**config.mk**
```make
export PLATFORM = sky130hd
export DESIGN_NAME = ssha256_fu
export DESIGN_NICKNAME = d
export VERILOG_FILES = /design/src/rtl/ssha256_pkg.sv /design/src/rtl/ssha256_core.sv /design/src/rtl/ssha256_fu.sv
export SDC_FILE = /design/constraint.sdc
export NUM_CORES = 1
export LEC_CHECK = 0
export CAP_MARGIN = 25
export CORE_AREA = 2 2 116 118
export DETAILED_ROUTE_END_ITERATION = 7
export DIE_AREA = 0 0 118 120
export PLACE_DENSITY = 0.76
export SETUP_SLACK_MARGIN = 0.2
export SLEW_MARGIN = 20
export SYNTH_ARGS = -nofsm -noshare
export SYNTH_HDL_FRONTEND = slang
export SYNTH_SLANG_ARGS = --single-unit
export TNS_END_PERCENT = 20
```
**constraint.sdc**
```tcl
create_clock -name g_clk -period 1.79 [get_ports g_clk]
set_clock_uncertainty 0.15 [all_clocks]
set_input_delay 0.4475 -clock g_clk [delete_from_list [all_inputs] [get_ports g_clk]]
set_output_delay 0.4475 -clock g_clk [all_outputs]
set_load 0.005 [all_outputs]
```
**src/rtl/ssha256_pkg.sv**
```systemverilog
// Shared definitions for the scalar SHA-256 functional unit and its
// combinational core: op indices, rotate amounts and the op type.
package ssha256_pkg;

    localparam int OP_SIG0 = 0;
    localparam int OP_SIG1 = 1;
    localparam int OP_SUM0 = 2;
    localparam int OP_SUM1 = 3;

    localparam int SIG0_R0 = 7;
    localparam int SIG0_R1 = 18;
    localparam int SIG0_SH = 3;
    localparam int SIG1_R0 = 17;
    localparam int SIG1_R1 = 19;
    localparam int SIG1_SH = 10;
    localparam int SUM0_R0 = 2;
    localparam int SUM0_R1 = 13;
    localparam int SUM0_R2 = 22;
    localparam int SUM1_R0 = 6;
    localparam int SUM1_R1 = 11;
    localparam int SUM1_R2 = 25;

    typedef logic [3:0] ssha256_op_t;

    function automatic logic [31:0] ror32(input logic [31:0] x, input int n);
        return (x >> n) | (x << (32 - n));
    endfunction

endpackage

```
**src/rtl/ssha256_core.sv**
```systemverilog
// Purely combinational SHA-256 sigma/sum evaluation. The op select is one-hot;
// each enabled function is OR-ed into the result, so op=0 yields 0.
module ssha256_core
    import ssha256_pkg::*;
(
    input  ssha256_op_t op_i,
    input  logic [31:0] x_i,
    output logic [31:0] result_o
);

    logic [31:0] sig0;
    logic [31:0] sig1;
    logic [31:0] sum0;
    logic [31:0] sum1;

    always_comb begin
        sig0 = ror32(x_i, SIG0_R0) ^ ror32(x_i, SIG0_R1) ^ (x_i >> SIG0_SH);
        sig1 = ror32(x_i, SIG1_R0) ^ ror32(x_i, SIG1_R1) ^ (x_i >> SIG1_SH);
        sum0 = ror32(x_i, SUM0_R0) ^ ror32(x_i, SUM0_R1) ^ ror32(x_i, SUM0_R2);
        sum1 = ror32(x_i, SUM1_R0) ^ ror32(x_i, SUM1_R1) ^ ror32(x_i, SUM1_R2);
        result_o = ({32{op_i[OP_SIG0]}} & sig0)
                 | ({32{op_i[OP_SIG1]}} & sig1)
                 | ({32{op_i[OP_SUM0]}} & sum0)
                 | ({32{op_i[OP_SUM1]}} & sum1);
    end

endmodule

```
**src/rtl/ssha256_fu.sv**
```systemverilog
// Two-stage valid/ready pipeline around ssha256_core: S1 captures the request,
// S2 holds the tagged result presented to writeback. Flush kills both stages.
module ssha256_fu
    import ssha256_pkg::*;
#(
    parameter int unsigned TAG_W   = 5,
    parameter bit          ZERO_RD = 1'b1
) (
    input  logic             g_clk,
    input  logic             g_resetn,
    input  logic             flush,
    input  logic             in_valid,
    output logic             in_ready,
    input  ssha256_op_t      in_op,
    input  logic [31:0]      in_rs1,
    input  logic [TAG_W-1:0] in_tag,
    output logic             out_valid,
    input  logic             out_ready,
    output logic [31:0]      out_result,
    output logic [TAG_W-1:0] out_tag
);

    // Handshake: a transfer happens on a rising edge where valid && ready.
    // Producers hold payload stable until accepted; S2 holds while stalled.
    logic             s1_valid_q;
    ssha256_op_t      s1_op_q;
    logic [31:0]      s1_rs1_q;
    logic [TAG_W-1:0] s1_tag_q;
    logic             s2_valid_q;
    logic [31:0]      s2_result_q;
    logic [TAG_W-1:0] s2_tag_q;

    logic             s2_adv;
    logic             in_fire;
    logic [31:0]      core_result;
    logic [31:0]      s2_result_d;

    ssha256_core u_core (
        .op_i     (s1_op_q),
        .x_i      (s1_rs1_q),
        .result_o (core_result)
    );

    always_comb begin
        s2_adv      = s1_valid_q && (!s2_valid_q || out_ready);
        in_ready    = !s1_valid_q || s2_adv;
        in_fire     = in_valid && in_ready;
        s2_result_d = (ZERO_RD && (s1_tag_q == '0)) ? 32'h0 : core_result;
    end

    assign out_valid  = s2_valid_q;
    assign out_result = s2_result_q;
    assign out_tag    = s2_tag_q;

    always_ff @(posedge g_clk or negedge g_resetn) begin
        if (!g_resetn) begin
            s1_valid_q <= 1'b0;
            s2_valid_q <= 1'b0;
        end else if (flush) begin
            s1_valid_q <= 1'b0;
            s2_valid_q <= 1'b0;
        end else begin
            if (in_fire) begin
                s1_valid_q <= 1'b1;
            end else if (s2_adv) begin
                s1_valid_q <= 1'b0;
            end
            if (s2_adv) begin
                s2_valid_q <= 1'b1;
            end else if (out_ready) begin
                s2_valid_q <= 1'b0;
            end
        end
    end

    // Data only moves alongside a surviving valid, so out_result/out_tag
    // never change while out_valid is low.
    always_ff @(posedge g_clk or negedge g_resetn) begin
        if (!g_resetn) begin
            s1_op_q     <= '0;
            s1_rs1_q    <= '0;
            s1_tag_q    <= '0;
            s2_result_q <= '0;
            s2_tag_q    <= '0;
        end else if (!flush) begin
            if (in_fire) begin
                s1_op_q  <= in_op;
                s1_rs1_q <= in_rs1;
                s1_tag_q <= in_tag;
            end
            if (s2_adv) begin
                s2_result_q <= s2_result_d;
                s2_tag_q    <= s1_tag_q;
            end
        end
    end

endmodule

```
### Yosys cells after proc, flatten, opt, wreduce, memory -nomap -nowiden

Index checks and enable logic that the tools add are counted.

| word-level totals | value |
|---|---|
| bits in registers | 80 |
| logic and storage cells | 51 |
| input port bits | 46 |

| operators by class | value |
|---|---|
| muxes and demuxes | 7 |
| bitwise gates (word level) | 26 |
| reductions and logical operators | 11 |

Operators by type and width:

| kind | number |
|---|---|
| $xor 32x32->32 | 6 |
| $and 32x32->32 | 4 |
| $or 32x32->32 | 3 |
| $mux 32 | 1 |
| $or 10x32->32 | 1 |
| $or 13x32->32 | 1 |
| $or 14x32->32 | 1 |
| $or 15x32->32 | 1 |
| $or 19x32->32 | 1 |
| $or 21x32->32 | 1 |
| $or 25x32->32 | 1 |
| $or 26x32->32 | 1 |
| $or 30x32->32 | 1 |
| $or 7x32->32 | 1 |
| $xor 32x22->32 | 1 |
| $xor 32x29->32 | 1 |
| $mux 1 | 6 |
| $reduce_bool 3->1 | 2 |
| $logic_not 5->1 | 1 |
| $reduce_and 2->1 | 2 |
| $logic_and 1x1->1 | 2 |
| $logic_not 1->1 | 2 |
| $logic_or 1x1->1 | 2 |
| $not 1->1 | 1 |

### Depth between registers and ports, before layout

Gate-level depths: netlist of run 1.

| depth | value |
|---|---|
| depth after elaboration | 8 |
| gate-level depth with buffers | 6 |
| gate-level depth less buffers | 4 |

### Modules after synthesis

Synthesis of run 1 repeated with hierarchy kept, for this count alone.

| unflattened totals | value |
|---|---|
| cell total of the unflattened synthesis | 551 |
| area, all modules | 6,522.5 um^2 |

Modules (own cells, without submodules):

| module | times used | cells each | area each (um^2) |
|---|---|---|---|
| ssha256_core | 1 | 332 | 3,333.2 |
| ssha256_fu | 1 | 219 | 3,189.3 |

### Worst setup path after synthesis of run 1

No wires, ideal clock.

| path | value |
|---|---|
| path type | reg2reg |
| start | register s2_valid_q (netlist: out_valid) |
| end | register s2_result_q[13] (netlist: out_result[13]) |
| cell stages (with the launch flop) | 7 |
| buffers on the path | 2 |
| arrival | 1.361 ns |
| slack | 0.146 ns |
| period minus slack after synthesis | 1.644 ns |
| cells stage by stage | dfrtp_1 nor2b_4 or3b_1 buf_2 clkbuf_1 nand2_1 o21ai_0 |

| between the ends | value |
|---|---|
| cells in the longest elaborated chain, start to end | 4 |

RTL lines:

| element | RTL line | RTL |
|---|---|---|
| start: declaration | ssha256_fu.sv:29 | `logic s2_valid_q;` |
| start signal: assignment | ssha256_fu.sv:58 | `s2_valid_q <= 1'b0;` |
| start signal: assignment | ssha256_fu.sv:61 | `s2_valid_q <= 1'b0;` |
| start signal: assignment | ssha256_fu.sv:69 | `s2_valid_q <= 1'b1;` |
| $logic_not 1->1 | ssha256_fu.sv:45 | `s2_adv = s1_valid_q && (!s2_valid_q \|\| out_ready);` |
| $logic_or 1x1->1 | ssha256_fu.sv:45 |  |
| $logic_and 1x1->1 | ssha256_fu.sv:45 |  |
| $reduce_and 2->1 (no line) | n/a |  |
| end signal: assignment | ssha256_fu.sv:92 | `s2_result_q <= s2_result_d;` |
| end: declaration | ssha256_fu.sv:30 | `logic [31:0] s2_result_q;` |

Every way passes these cells.
A chain may end at the register's enable or synchronous reset.

### Worst setup path in the final report of run 1

| path | value |
|---|---|
| start | register s1_rs1_q[30] |
| end | register s2_result_q[24] (netlist: out_result[24]) |

| between the ends | value |
|---|---|
| cells in the longest elaborated chain, start to end | 6 |

RTL lines:

| element | RTL line | RTL |
|---|---|---|
| start: declaration | ssha256_fu.sv:27 | `logic [31:0] s1_rs1_q;` |
| start signal: assignment | ssha256_fu.sv:88 | `s1_rs1_q <= in_rs1;` |
| $or 26x32->32 | ssha256_pkg.sv:26 | `return (x >> n) \| (x << (32 - n));` |
| $xor 32x32->32 (2 in a row) | ssha256_core.sv:20 | `sum1 = ror32(x_i, SUM1_R0) ^ ror32(x_i, SUM1_R1) ^ ror32(x_i, SUM1_R2);` |
| $and 32x32->32 | ssha256_core.sv:24 | `\| ({32{op_i[OP_SUM1]}} & sum1);` |
| $or 32x32->32 | ssha256_core.sv:24 |  |
| $mux 32 | ssha256_fu.sv:48 | `s2_result_d = (ZERO_RD && (s1_tag_q == '0)) ? 32'h0 : core_result;` |

Every way passes these cells.

==> results.md, run 1 <==
* Outcome: finished, violations left
* Failing checks: negative setup slack
* Setup WS post-layout at -0.0785 ns
* Post-synth EDFFs at 0
* Clk_lat worst skew at 0.35 ns
* Syn Area/Cell at 12.1 sq um
* Worst-path clk slew at 0.06 ns
* H-Tree Depth at 3
* Setup violators final at 16
* Post-synth cell types at 33
* Layout Cells excl Fill at 911
* Number of vias per cell at 5.59
* Antenna Cells at 0
* Synth top area share at 0.318
* Multi-input gate area at 4380 sq um
* Vias in the first global route at 5365
* Number of fill cells in the layout at 825
* WHS at 0.246 ns
* Final core utilization at 0.730
* Global-route wire length before repair at 30.7 mm
* DRT iter0 DRCs at 407
* Hold WC Path Type: in -> reg
* Worst path bufs/invs at 1
* Die X at 118 microns
* Cell with the most instances after synthesis: xnor2_1
* Clk sink count at 80
* Tcrit/Tclk final at 1.04
* CP Launch Type: flip-flop
* Port Buf Inserts at 84
* Post-synthesis to final-layout area growth at 50.5%
* Crit. End Element: flip-flop
* Post-synth net total at 567
* Routed vias at 5090
* Max Freq at 535 MHz
* Worst Path Required at 1.87 ns
* Worst path cell trace: buf_4 -> xor3_1 -> a22o_1 -> a221oi_2 -> o21ai_1
* CTS Buf Count at 9
* TritonRoute pass-1 iters at 5
* WL/cell at 22.6 microns
* DRC at 0
* Mapped cell area at 6300 sq um
* Critical path's slowest cell: dfrtp_2
* Main synth FF type: dfrtp_1
* Maximum VDD drop at 0.537 mV
* Number of synthesized register bits at 80
* CP Max Fanout at 8
* Sequential share of the synthesized area at 0.318
* Max-Cap Viols at 0
* Max-slew violations at 0
* IO Pins at 85
* Cell count after synthesis at 521
* Period minus WS final at 1.87 ns
* TritonCTS clock tree: yes
* Largest net degree at the start of global routing at 50
* LEAKAGE at 4.38 nW
* Routed Antenna Nets at 0
* GP Congestion at 0.985
* Power Dens Cells at 1200 nW/um^2
* Net count, final at 776
* Clk buf depth at 2
* Post-synthesis async set-or-reset flop share at 1.00
* Total grt overflow at 0
* Largest area contributor in the netlist: dfrtp_1
* Hpwl dp at 14.1 mm
* WS Path Type: reg -> reg
* RSZ-0062 raised after global routing: true
* Sequential cell area at 2030 sq um
* Most common library cells after synthesis: 96 x xnor2_1, 80 x dfrtp_1, 46 x mux2_2, 46 x nand2_1, 38 x xor3_1
* Initial antenna violation count at 0
* Initial Util at 0.485
* Slowest stage delay, CP at 0.51 ns
* Placed cell count at 848
* YS warnings at 0
* All-Layer GR Usage at 0.293
* Slew margin rel. at 0.674
* Worst-margin pin slew at 0.488 ns
* # rows at 42
* Layout cells sized above 1 at 0.446
* Core ar. at 13000 sq um
* Synth area leaders: dfrtp_1 32%, xor3_1 14%, xnor2_1 13%
* Die Area at 14200 sq um
* Die Span Y at 120 microns
* Critical Path AT at 1.95 ns
* Root Driver: clkbuf_16
* Delay-heaviest family, CP: compound AO/OA/AOI/OAI gates
* Final Hold Viols at 0
* Drt total wl at 20.6 mm
final cells by class:
cell class	instances	area share
multi-input combinational	383	0.462
timing repair buffer	256	0.268
sequential	80	0.214
clock buffer	9	0.0238
tap	176	0.0232
clock inverter	7	0.00911
worst paths after layout:
path / from / endpoint / slack, ns / depth (start not counted)
max in group asynchronous: g_resetn / s1_rs1_q[8] / 0.64 / 3
min in group asynchronous: g_resetn / out_result[13] / 0.32 / 2
max: s1_rs1_q[30] / out_result[24] / -0.08 / 5
max reg2reg: s1_rs1_q[30] / out_result[24] / -0.08 / 5
min reg2reg: out_result[3] / out_result[3] / 0.33 / 2
min: flush / out_valid / 0.25 / 3
cell usage in the layout (no fill, tap or decap), types with 3 or more instances in the layout:
master,n
a221oi_2,23
dfrtp_2,23
xor3_1,38
dfrtp_1,57
xnor2_2,19
xnor2_4,9
o21ai_1,31
buf_4,125
mux2i_1,19
a2111oi_2,6
clkbuf_16,10
clkdlybuf4s50_1,42
xnor2_1,76
a22o_1,25
nand2_1,45
mux2_2,13
buf_6,20
nand2b_1,13
mux2_4,33
nor2_1,3
buf_12,26
clkdlybuf4s15_1,36
xor2_1,13
per-layer routing:
| metal | track usage | up-vias | wire length, microns |
|---|---|---|---|
| li1 | - | 2246 | - |
| met1 | 0.366 | 2549 | 8350 |
| met2 | 0.485 | 241 | 10000 |
| met3 | 0.0670 | 54 | 1470 |
| met4 | 0.133 | 0 | 725 |
| met5 | 0 | - | 0 |
tightest hold or removal path, cell delays in order:
cell	delay, ns
dlymetal6s2s_1	0.10
buf_4	0.12
nor2_1	0.04
sequential cells by signal, summed over array words and instances (netlist names):
register	flops
s1_op_q	4
s1_rs1_q	32
out_result	32
s1_valid_q	1
out_valid	1
s1_tag_q	5
out_tag	5
report_power, final:
part	internal [mW]	switching, mW	leakage (nW)
sequential	2.28	0.492	0.939
clock	1.11	0.806	0.150
combinational	3.90	2.75	3.29
kinds of logic after synthesis:
kind of cell	synth area share
buffers and inverters	0.0711
DFF	0.318
AOI/OAI and AO/OA	0.122
and+or+nand+nor	0.0501
muxes	0.114
xor gates and xnor gates	0.325
per-stage QoR:
step	worst slack [ns]	instance area [sq um]	TNS (ns)	power [mW]
after floorplan	0.168	6360	0	6.18
after global placement	-0.452	8120	-29.21	8.38
after detailed placement	-0.510	8120	-33.15	8.54
after CTS	-0.0637	9100	-0.294	10.9
after global routing	-0.118	9480	-1.83	11.8
final	-0.0785	9480	-0.640	11.3
what timing repair did:
| action | 4_1_cts | 5_1_grt |
|---|---|---|
| buffers inserted | 35 | 9 |
| endpoints found under the setup margin | 117 | 85 |
| pin swaps | 35 | 24 |
| hold buffers | 1 | 0 |
| cloned | 2 | 0 |
| hold endpoints to repair | 9 | 0 |
| resized for setup | 143 | 75 |
Note: power is estimated with default switching activity, not from simulation.
==> run 2: changes to the inputs <==
--- a/config.mk
+++ b/config.mk
@@ -5,6 +5,7 @@
 export SDC_FILE = /design/constraint.sdc
 export NUM_CORES = 1
 export LEC_CHECK = 0
+export ABC_CLOCK_PERIOD_IN_PS = 1790
 export CAP_MARGIN = 25
 export CORE_AREA = 2 2 116 118
 export DETAILED_ROUTE_END_ITERATION = 7
==> results of run 2 <==
The final DEF is identical to that of run 1; final timing and power are the same.
==> run 3: changes to the inputs <==
--- a/config.mk
+++ b/config.mk
@@ -7,10 +7,10 @@
 export LEC_CHECK = 0
 export ABC_CLOCK_PERIOD_IN_PS = 1790
 export CAP_MARGIN = 25
-export CORE_AREA = 2 2 116 118
+export CORE_AREA = 2 2 123 125
 export DETAILED_ROUTE_END_ITERATION = 7
-export DIE_AREA = 0 0 118 120
-export PLACE_DENSITY = 0.76
+export DIE_AREA = 0 0 125 127
+export PLACE_DENSITY = 0.69
 export SETUP_SLACK_MARGIN = 0.2
 export SLEW_MARGIN = 20
 export SYNTH_ARGS = -nofsm -noshare
==> run 3 against run 2 <==
  * The run still ends with negative setup slack left
  * Core utilization decreased by 4.8 points
  * Setup slack got worse by 0.037 ns
  * Combinational power increased by 5.1%
  * Count of clock-buffer cells in the layout unchanged
  * Clock power decreased by 11%
  * First-iteration DRC count decreased by 1.7%
  * Highest routed layer unchanged
  * Via count increased by 1.1%
==> results.md, run 3 (same netlist as run 1, synthesis figures left out) <==
* TritonRoute pass-1 iters at 5
* GP Congestion at 0.953
* Total grt overflow at 0
* Routed vias at 5144
* R2R cell count at 5
* Maximum VDD drop at 0.562 mV
* Antenna Cells at 0
* Hpwl dp at 14.1 mm
* Worst R2R End: out_result[9]
* Failing checks: negative setup slack
* Max-Cap Viols at 0
* Clk_lat worst skew at 0.36 ns
* Worst Path Required at 1.88 ns
* H-Tree Depth at 3
* Initial Util at 0.437
* Worst r2r src: s1_rs1_q[16]
* Hold WC Path Type: reg -> reg
* Vias in the first global route at 5194
* Number of vias per cell at 5.46
* Largest net degree at the start of global routing at 38
* RSZ-0062 raised after global routing: true
* Outcome: finished, violations left
* Most frequent cells in the layout: 138 x buf_4, 72 x xnor2_1, 56 x dfrtp_1
* Tcrit/Tclk final at 1.06
* Critical Path AT at 2.00 ns
* Max-slew violations at 0
* Layout cells sized above 1 at 0.492
* Setup crit end: out_result[9]
* DRC at 0
* Slew margin rel. at 0.687
* Worst-path clk slew at 0.06 ns
* Net count, final at 800
* TritonCTS clock tree: yes
* CP Max Fanout at 6
* Die Area at 15900 sq um
* Initial antenna violation count at 0
* Commonest non-fill, non-tap cell in the layout: buf_4
* Final Hold Viols at 0
* WS Path Type: reg -> reg
* Core ar. at 14400 sq um
* Clk buf depth at 2
* Drt total wl at 21.0 mm
* DRT iter0 DRCs at 400
* Setup violators final at 23
* Final Cell Area at 9850 sq um
* Period minus WS final at 1.91 ns
* CP Launch Type: flip-flop
* Port Buf Inserts at 84
* R2r setup slk at -0.12 ns
* CTS Buf Count at 9
* Worst-margin pin slew at 0.469 ns
* Placed inst area at 8130 sq um
* All-Layer GR Usage at 0.262
* Root Driver: clkbuf_16
* Global-route wire length before repair at 31.2 mm
* Critical path origin: s1_rs1_q[16]
* Final core utilization at 0.683
* Power Dens Cells at 1160 nW/um^2
* Clk sink count at 80
* Setup WS post-layout at -0.115 ns
* Max Freq at 525 MHz
* Post-synthesis to final-layout area growth at 56.3%
* Routed Antenna Nets at 0
* LEAKAGE at 4.57 nW
* # rows at 44
* WL/cell at 22.3 microns
* IO Pins at 85
* Crit. End Element: flip-flop
* Die Span Y at 127 microns
* Die X at 125 microns
run 3: worst max-delay path: stages (launching register included):
cell and delay [ns]:
dfrtp_2 0.49, xnor2_2 0.32, xnor2_1 0.15, a2111oi_2 0.45, buf_4 0.17, o21ai_1 0.06
run 3: worst min path at each step:
stage          depth (start not counted)  slack [ns]            from              to
2_1_floorplan                          0       0.002        g_resetn   out_result[0]
3_3_place_gp                           1        0.23        g_resetn  out_result[13]
3_5_place_dp                           1        0.24        g_resetn  out_result[13]
4_1_cts                                3        0.34           flush      s1_valid_q
5_1_grt                                2        0.35  out_result[29]  out_result[29]
6_report                               2        0.33   out_result[3]   out_result[3]
run 3: repair_timing:
item | 4_1_cts | 5_1_grt
setup endpoints to repair | 117 | 84
setup buffers | 32 | 34
gates cloned | 2 | 1
endpoints found under the hold margin | 25 | 0
hold buffers | 1 | 0
resized for setup | 218 | 41
pin swaps | 49 | 33
run 3: area by class of cell:
type,instances,area (sq um)
sequential,80,2030
clock inverter,6,45.0
multi-input combinational,383,4510
timing repair buffer,280,2800
fill,998,4580
tap,184,230
clock buffer,9,225
run 3: metal layers:
metal  up-vias  global-route usage  share of wire
li1       2291                   -              -
met1      2570               0.349           0.41
met2       235               0.423           0.48
met3        48              0.0511          0.075
met4         0               0.108          0.034
met5         -                   0              0
run 3: power by group:
part	switching, mW	internal (mW)	leakage, nW	total (mW)
clock network	0.771	0.934	0.124	1.70
logic	2.87	4.12	3.51	6.99
registers	0.499	2.28	0.938	2.78
run 3: stage by stage:
| stage | instances | setup TNS (ns) | hold WS [ns] | worst slack, ns | total power, mW |
|---|---|---|---|---|---|
| after floorplan | 521 | 0 | 0.00191 | 0.168 | 6.18 |
| after global placement | 857 | -29.92 | 0.231 | -0.462 | 8.46 |
| after detailed placement | 857 | -32.56 | 0.238 | -0.511 | 8.57 |
| after CTS | 907 | -0.503 | 0.341 | -0.0838 | 11.0 |
| after global routing | 942 | -2.31 | 0.352 | -0.134 | 12.0 |
| final | 942 | -1.03 | 0.331 | -0.115 | 11.5 |
